### src/rtl/regfile_param_if.sv
// Register file access bundle: write port, two read ports, clear control.
// Decode and writeback drive the master side; the register file is the slave.
interface regfile_param_if #(
    parameter int XLEN = 32,
    parameter int AW   = 5
);
    logic            we_i;
    logic [AW-1:0]   rd;
    logic [XLEN-1:0] rd_in;
    logic [AW-1:0]   rs1;
    logic [AW-1:0]   rs2;
    logic            clr_i;
    logic [XLEN-1:0] rs1_out;
    logic [XLEN-1:0] rs2_out;
    logic            busy_o;
    logic            wr_drop_o;

    modport master (
        output we_i, rd, rd_in, rs1, rs2, clr_i,
        input  rs1_out, rs2_out, busy_o, wr_drop_o
    );

    modport slave (
        input  we_i, rd, rd_in, rs1, rs2, clr_i,
        output rs1_out, rs2_out, busy_o, wr_drop_o
    );
endinterface

### src/rtl/regfile_param.sv
// Parametrised register file with clear sweep and dropped-write flag.
// Optional write-to-read forwarding when REGFILE_BYPASS_EN is defined.
module regfile_param #(
    parameter int XLEN     = 32,
    parameter int NREG     = 32,
    parameter int AW       = 5,
    parameter int ZERO_REG = 1
) (
    input  logic                clk,
    input  logic                rs_i,
    regfile_param_if.slave      bus
);

    typedef enum logic {
        IDLE,
        CLEAR
    } state_e;

    localparam logic [AW-1:0] LAST = AW'(NREG - 1);

    state_e          state_q, state_d;
    logic [AW-1:0]   cnt_q, cnt_d;
    logic            busy_q, busy_d;
    logic            drop_q, drop_d;
    logic [XLEN-1:0] regs_q [NREG];

    logic            zero_rd;
    logic            wr_req;
    logic            wr_acc;
    logic            sweep;
    logic [XLEN-1:0] rs1_v;
    logic [XLEN-1:0] rs2_v;

    // Writes to a hardwired zero register are neither stored nor flagged.
    assign zero_rd = (ZERO_REG != 0) && (bus.rd == '0);
    assign wr_req  = bus.we_i && !zero_rd;
    assign wr_acc  = wr_req && (state_q == IDLE);
    assign sweep   = (state_q == CLEAR);

    always_comb begin
        state_d = state_q;
        cnt_d   = cnt_q;
        busy_d  = busy_q;
        drop_d  = 1'b0;
        unique case (state_q)
            IDLE: begin
                if (bus.clr_i) begin
                    state_d = CLEAR;
                    cnt_d   = '0;
                    busy_d  = 1'b1;
                end
            end
            CLEAR: begin
                drop_d = wr_req;
                if (cnt_q == LAST) begin
                    state_d = IDLE;
                    cnt_d   = '0;
                    busy_d  = 1'b0;
                end else begin
                    cnt_d = cnt_q + AW'(1);
                end
            end
            default: state_d = IDLE;
        endcase
    end

    always_ff @(posedge clk or posedge rs_i) begin
        if (rs_i) begin
            state_q <= IDLE;
            cnt_q   <= '0;
            busy_q  <= 1'b0;
            drop_q  <= 1'b0;
        end else begin
            state_q <= state_d;
            cnt_q   <= cnt_d;
            busy_q  <= busy_d;
            drop_q  <= drop_d;
        end
    end

    // Sweep and accepted writes are mutually exclusive by FSM state.
    always_ff @(posedge clk or posedge rs_i) begin
        if (rs_i) begin
            for (int i = 0; i < NREG; i++) begin
                regs_q[i] <= '0;
            end
        end else if (sweep) begin
            regs_q[cnt_q] <= '0;
        end else if (wr_acc) begin
            regs_q[bus.rd] <= bus.rd_in;
        end
    end

    always_comb begin
        rs1_v = regs_q[bus.rs1];
        rs2_v = regs_q[bus.rs2];
        if ((ZERO_REG != 0) && (bus.rs1 == '0)) rs1_v = '0;
        if ((ZERO_REG != 0) && (bus.rs2 == '0)) rs2_v = '0;
`ifdef REGFILE_BYPASS_EN
        if (wr_acc && (bus.rd == bus.rs1)) rs1_v = bus.rd_in;
        if (wr_acc && (bus.rd == bus.rs2)) rs2_v = bus.rd_in;
`else
        rs1_v = rs1_v;
        rs2_v = rs2_v;
`endif
    end

    assign bus.rs1_out   = rs1_v;
    assign bus.rs2_out   = rs2_v;
    assign bus.busy_o    = busy_q;
    assign bus.wr_drop_o = drop_q;

endmodule

### src/flat_wrapper.sv
// flat-port wrapper written by rule: the top's interface ports become plain ports
module regfile_param_flat 
#(
    parameter int XLEN     = 32,
    parameter int NREG     = 32,
    parameter int AW       = 5,
    parameter int ZERO_REG = 1
)
  (clk, rs_i, bus_we_i, bus_rd, bus_rd_in, bus_rs1, bus_rs2, bus_clr_i, bus_rs1_out, bus_rs2_out, bus_busy_o, bus_wr_drop_o);
  regfile_param_if #(.XLEN(XLEN), .AW(AW)) bus_i ();
  input  logic clk;
  input  logic rs_i;
  input wire logic [$bits(bus_i.we_i)-1:0] bus_we_i;
  input wire logic [$bits(bus_i.rd)-1:0] bus_rd;
  input wire logic [$bits(bus_i.rd_in)-1:0] bus_rd_in;
  input wire logic [$bits(bus_i.rs1)-1:0] bus_rs1;
  input wire logic [$bits(bus_i.rs2)-1:0] bus_rs2;
  input wire logic [$bits(bus_i.clr_i)-1:0] bus_clr_i;
  output wire logic [$bits(bus_i.rs1_out)-1:0] bus_rs1_out;
  output wire logic [$bits(bus_i.rs2_out)-1:0] bus_rs2_out;
  output wire logic [$bits(bus_i.busy_o)-1:0] bus_busy_o;
  output wire logic [$bits(bus_i.wr_drop_o)-1:0] bus_wr_drop_o;
  assign bus_i.we_i = bus_we_i;
  assign bus_i.rd = bus_rd;
  assign bus_i.rd_in = bus_rd_in;
  assign bus_i.rs1 = bus_rs1;
  assign bus_i.rs2 = bus_rs2;
  assign bus_i.clr_i = bus_clr_i;
  assign bus_rs1_out = bus_i.rs1_out;
  assign bus_rs2_out = bus_i.rs2_out;
  assign bus_busy_o = bus_i.busy_o;
  assign bus_wr_drop_o = bus_i.wr_drop_o;
  regfile_param #(.XLEN(XLEN), .NREG(NREG), .AW(AW), .ZERO_REG(ZERO_REG)) u_core (.clk(clk), .rs_i(rs_i), .bus(bus_i));
endmodule
### config.mk
export PLATFORM = sky130hd
export DESIGN_NAME = regfile_param_flat
export DESIGN_NICKNAME = d
export VERILOG_FILES = /design/src/rtl/regfile_param_if.sv /design/src/rtl/regfile_param.sv /design/src/flat_wrapper.sv
export SDC_FILE = /design/constraint.sdc
export NUM_CORES = 2
export LEC_CHECK = 0
export ABC_CLOCK_PERIOD_IN_PS = 70900
export CORE_UTILIZATION = 40
export CTS_BUF_LIST = sky130_fd_sc_hd__clkbuf_4
export CTS_CLUSTER_SIZE = 10
export DETAILED_ROUTE_END_ITERATION = 8
export PLACE_DENSITY = 0.53
export SLEW_MARGIN = 10
export SYNTH_ARGS = -nofsm -noshare
export SYNTH_HDL_FRONTEND = slang
export SYNTH_SLANG_ARGS = --single-unit
### constraint.sdc
create_clock -name clk -period 70.9 [get_ports clk]
set_clock_uncertainty 0.15 [all_clocks]
set_input_delay 10.635 -clock clk [delete_from_list [all_inputs] [get_ports clk]]
set_output_delay 10.635 -clock clk [all_outputs]
set_load 0.005 [all_outputs]
---- Word level (Yosys, flattened, before mapping) ----
Cells that the tools add are included.
operators by class
  bitwise logic cells ..................... 7
  $lt $le $gt $ge ......................... 6
  equality and inequality tests ........... 3
  reduce and logical (&&, ||, !) cells .... 10
  muxes and demuxes ....................... 25
  $add $sub $neg .......................... 1
operators by type and width
  kind                                                                   count
  1024-bit 2-to-1 mux                                                    2
  1024-bit bitwise AND                                                   1
  1024-bit bitwise mux                                                   1
  1024-bit NOT                                                           1
  32-bit binary-select mux with 5-bit select                             2
  32-bit demux with 5-bit select                                         2
  32-bit 2-to-1 mux                                                      8
  6-bit >= comparator (second input constant)                            4
  5-bit NOT with 6-bit output                                            4
  5-bit zero test                                                        3
  6-bit by 1-bit < comparator with 1-bit output (second input constant)  2
  5-bit 2-to-1 mux                                                       2
  5-bit one-hot mux with 2 select lines                                  1
  5-bit by 1-bit adder with 5-bit output (second input constant)         1
  5-bit == test (second input constant)                                  1
  1-bit 2-to-1 mux                                                       5
  1-bit logical AND                                                      4
  2-bit inequality test (second input constant)                          2
  1-bit one-hot mux with 2 select lines                                  2
  2-bit AND reduction                                                    1
  2-bit nonzero test                                                     1
  1-bit zero test                                                        1
  1-bit NOT                                                              1
storage, ports and cells
  input port bits ......................... 51
  register bits after elaboration ......... 1032

---- Logic depth before layout (Yosys ltp) ----
  depth in word-level cells ............... 8
  depth in mapped cells ................... 8

---- Worst setup path after synthesis ----
Ideal clock, no wire load.
  kind .................................... input to output
  start point ............................. input bus_rs1[1]
  end point ............................... output bus_rs1_out[10]
  arrival time ............................ 12.073 ns
  cell stages on the path ................. 7
  buffers on the path ..................... 4
  data required time ...................... 60.115 ns
  setup slack ............................. 48.042 ns
  cell sequence ........................... buf_2 > buf_2 > buf_2 > buf_2 > mux4_2 > a211oi_1 > a311oi_1
on the way
  longest elaborated chain between the ends .. 5
RTL lines
  what                                                  line                 RTL
  start, declared                                       flat_wrapper.sv:16   input wire logic [$bits(bus_i.rs1)-1:0] bus_rs1;
  5-bit NOT with 6-bit output (not written as such)     regfile_param.sv:95  rs1_v = regs_q[bus.rs1];
  32-bit binary-select mux with 5-bit select            regfile_param.sv:95
  32-bit 2-to-1 mux (not written as such) (2 in a row)  regfile_param.sv:95
  32-bit 2-to-1 mux *                                   regfile_param.sv:97  if ((ZERO_REG != 0) && (bus.rs1 == '0)) rs1_v = '0;
  end, declared                                         flat_wrapper.sv:19   output wire logic [$bits(bus_i.rs1_out)-1:0] bus_rs1_out;
Mark *: on every way between the ends. The rest lies on a longest branch, timed or not. The select of a mux whose other input is x is not followed.

---- Final worst setup path ----
  start point ............................. input bus_rs1[1]
  end point ............................... output bus_rs1_out[5]
The elaborated chain is that of the path after synthesis.

==> insert_results.sql <==
INSERT INTO impl_metrics (metric_group, metric, value, unit) VALUES
('status', 'run_status', 'finished, final reports clean', ''),
('routing', 'antenna_left', '0', ''),
('synthesis', 'synth-async-reset-ratio', '1.00', ''),
('power_and_ir_drop', 'seqPwrFrac', '0.445', ''),
('timing', 'worstMarginPinSlew', '1.31', 'ns'),
('synthesis', 'ys_dominant_reg_cell', 'sky130_fd_sc_hd__dfrtp_1', ''),
('synthesis', 'ys.warnings.count', '0', ''),
('global_routing', 'gr-total-overflow', '0', ''),
('timing', 'period_share', '0.367', ''),
('finish', 'layout-drive-gt1-share', '0.299', ''),
('finish', 'postLayoutCoreUtil', '0.453', ''),
('routing', 'num_vias', '41600', ''),
('timing', 'setup-tns-final', '0', 'ns'),
('floorplan', 'initial_core_util', '0.403', ''),
('clocking', 'cts.htree.levels', '5', ''),
('synthesis', 'post_synth_inst_count', '3799', ''),
('timing', 'final.min_clock_period', '26.03', 'ns'),
('routing', 'detailedRoute.firstIterationViolations', '5622', ''),
('setup_path', 'startpoint_type', 'primary input', ''),
('power_and_ir_drop', 'power_density', '28.2', 'mW/mm^2'),
('setup_path', 'critical-path-max-stage-delay', '0.91', 'ns'),
('placed_design', 'place_hpwl', '120', 'mm'),
('synthesis', 'edff_count_synth', '0', ''),
('synthesis', 'ys_seq_elements', '1032', ''),
('synthesis', 'post_synth_instance_area', '0.0531', 'mm^2'),
('power_and_ir_drop', 'vdd_drop_max', '0.0166', 'mV'),
('global_routing', 'total_routing_usage_gr', '0.336', ''),
('clocking', 'numCtsBuffers', '302', ''),
('floorplan', 'die_y', '366', 'um'),
('global_routing', 'initial_antenna_violation_count', '11', ''),
('routing', 'dr_drc_count', '0', ''),
('clocking', 'tritoncts', 'yes', ''),
('global_routing', 'first_global_vias', '41800', ''),
('clocking', 'clkSlewWorstSetupHoldPaths', '0.07', 'ns'),
('timing', 'slew-limit-headroom', '0.123', ''),
('routing', 'routed_wire_length_per_instance', '38.9', 'um'),
('clocking', 'cts_hold_buf', '0', ''),
('timing', 'final_critical_path_setup_slack', '44.87', 'ns'),
('finish', 'final_net_count', '3932', ''),
('routing', 'drt_pass1_iterations', '6', ''),
('placed_design', 'place_ws', '44.86', 'ns'),
('setup_path', 'critical_path_type', 'in -> out', ''),
('synthesis', 'synthDistinctLibCells', '47', ''),
('setup_path', 'cpMaxStageDelayCell', 'sky130_fd_sc_hd__buf_4', ''),
('timing', 'final-max-slew-violation-count', '0', ''),
('placed_design', 'place.port_buffers', '116', ''),
('global_routing', 'grt_pass1_wl', '324', 'mm'),
('global_routing', 'grt_max_degree', '145', ''),
('setup_path', 'critPathCaptureType', 'output port', ''),
('setup_path', 'critical-path-top-cell-by-count', 'sky130_fd_sc_hd__buf_4', ''),
('synthesis', 'yosys-top-cells-count', 'sky130_fd_sc_hd__dfrtp_1, sky130_fd_sc_hd__a22o_1, sky130_fd_sc_hd__mux4_2', ''),
('routing', 'route.detailed.vias_per_inst', '7.14', ''),
('power_and_ir_drop', 'leak_pwr', '0.0262', 'uW'),
('placed_design', 'dp.cells', '5327', ''),
('floorplan', 'die_width', '366', 'um'),
('timing', 'grt_setup_unrepaired', 'false', ''),
('finish', 'number_of_standard_cells_in_the_final_layout_excluding_fillers', '5828', ''),
('floorplan', 'core_area', '0.132', 'mm^2'),
('setup_path', 'cp.required', '60.12', 'ns'),
('timing', 'finalHoldViolCount', '0', ''),
('routing', 'finalWirelength', '227', 'mm'),
('synthesis', 'post-synth-top-area-cell', 'sky130_fd_sc_hd__dfrtp_1', ''),
('floorplan', 'rows', '133', ''),
('power_and_ir_drop', 'power.share.switching', '0.328', ''),
('clocking', 'clock_tree.buffer_depth', '4', ''),
('finish', 'areaGrowthSynthToFinish', '12.3', '%'),
('clocking', 'worst_skew_pair.late_latency', '1.29', 'ns'),
('power_and_ir_drop', 'share_comb_of_total_power', '0.225', ''),
('clocking', 'clock_tree_root_buffer_cell', 'sky130_fd_sc_hd__clkbuf_4', ''),
('setup_path', 'cp_cell_sequence', 'buf_8, buf_4, buf_4, mux4_2, nor2b_1, a211oi_1, a311oi_1, clkdlybuf4s50_1', ''),
('synthesis', 'synthDominantCellAreaShare', '0.486', '');
-- cell type report --
cell class | instances | area [um^2]
fillers | 11700 | 72000
flip-flops and latches | 1032 | 25800
multi-input cells | 2261 | 25700
clock buffers | 449 | 3370
repair buffers | 270 | 2360
well taps | 1755 | 2200
clock inverters | 41 | 159
inverters | 9 | 46.3
diodes | 11 | 27.5
-- power groups by stage --
stage / logic [uW] / registers (uW) / clock network (uW)
final: 378 / 749 / 556
after floorplan: 244 / 734 / 0
after CTS: 374 / 744 / 563
after global placement: 369 / 753 / 0
after detailed placement: 373 / 752 / 0
after global routing: 396 / 758 / 597
-- logic make-up (layout without fill, tap and decap cells) --
group | after synthesis | in the layout | synth area share
compound gates | 1398 | 1398 | 0.219
flops | 1032 | 1032 | 0.486
xor+xnor | 2 | 2 | 0.000330
other cells | 0 | 11 | 0
simple gates | 216 | 216 | 0.0249
mux | 640 | 640 | 0.228
buf+inv | 506 | 769 | 0.0410
fa+ha+maj | 5 | 5 | 0.00118
-- path summary, 6_finish.rpt --
path	start	to	slack (ns)	cells past startpoint
min in group asynchronous	rs_i	u_core.bus.wr_drop_o	9.69	2
max in group asynchronous	rs_i	u_core.regs_q[625]	57.78	5
max	bus_rs1[1]	bus_rs1_out[5]	44.87	8
min reg2reg	u_core.regs_q[1005]	u_core.regs_q[1005]	0.36	1
max reg2reg	u_core.state_q	u_core.regs_q[222]	66.65	7
min	u_core.regs_q[1005]	u_core.regs_q[1005]	0.36	1
-- metrics by stage --
| step | area [um^2] | hold WS, ns | total power (uW) |
|---|---|---|---|
| global route | 59700 | 0.375 | 1750 |
| global placement | 56100 | 0.337 | 1120 |
| detailed placement | 56100 | 0.343 | 1130 |
| CTS | 59600 | 0.362 | 1680 |
| floorplan | 53100 | 0.317 | 977 |
| finish | 59700 | 0.357 | 1680 |
-- layout by cell type (no fill, tap or decap), drive strengths merged, types with 3 or more instances in the layout --
cell and count:
a22o 992, nor2b 70, clkdlybuf4s50 106, mux2 64, o21ai 113, nor2 34
a211oi 64, a221oi 47, a31oi 7, or3b 4, mux4 448, inv 11
and2 39, nand2 37, buf 164, clkinv 39, dfrtp 1032, nand2b 4
o2111ai 17, mux2i 128, and3 4, a22oi 64, a311oi 64, a21oi 24
diode 11, nand3b 3, ha 5, nand3 3, clkbuf 449, nor4 8
-- critical path, delay by kind of cell --
family | cells | cell delay [ns]
AND/OR/NAND/NOR | 1 | 0.14
AO/OA/AOI/OAI | 2 | 0.94
buffers and inverters | 4 | 3.03
multiplexers | 1 | 0.36
-- routing by layer --
metal / vias up / part of all wire / wire, um / track usage
met5: - / 0.00071 / 162 / 0.00712
met4: 6 / 0.041 / 9320 / 0.137
met3: 562 / 0.11 / 25900 / 0.111
met2: 3046 / 0.44 / 100000 / 0.488
met1: 22200 / 0.40 / 91200 / 0.464
li1: 15800 / - / - / -
-- registers in the layout (all words and copies together), names as in the netlist --
name                  flops
u_core.bus.busy_o         1
u_core.bus.wr_drop_o      1
u_core.cnt_q              5
u_core.regs_q          1024
u_core.state_q            1
Note: power is estimated with default switching activity, not from simulation.
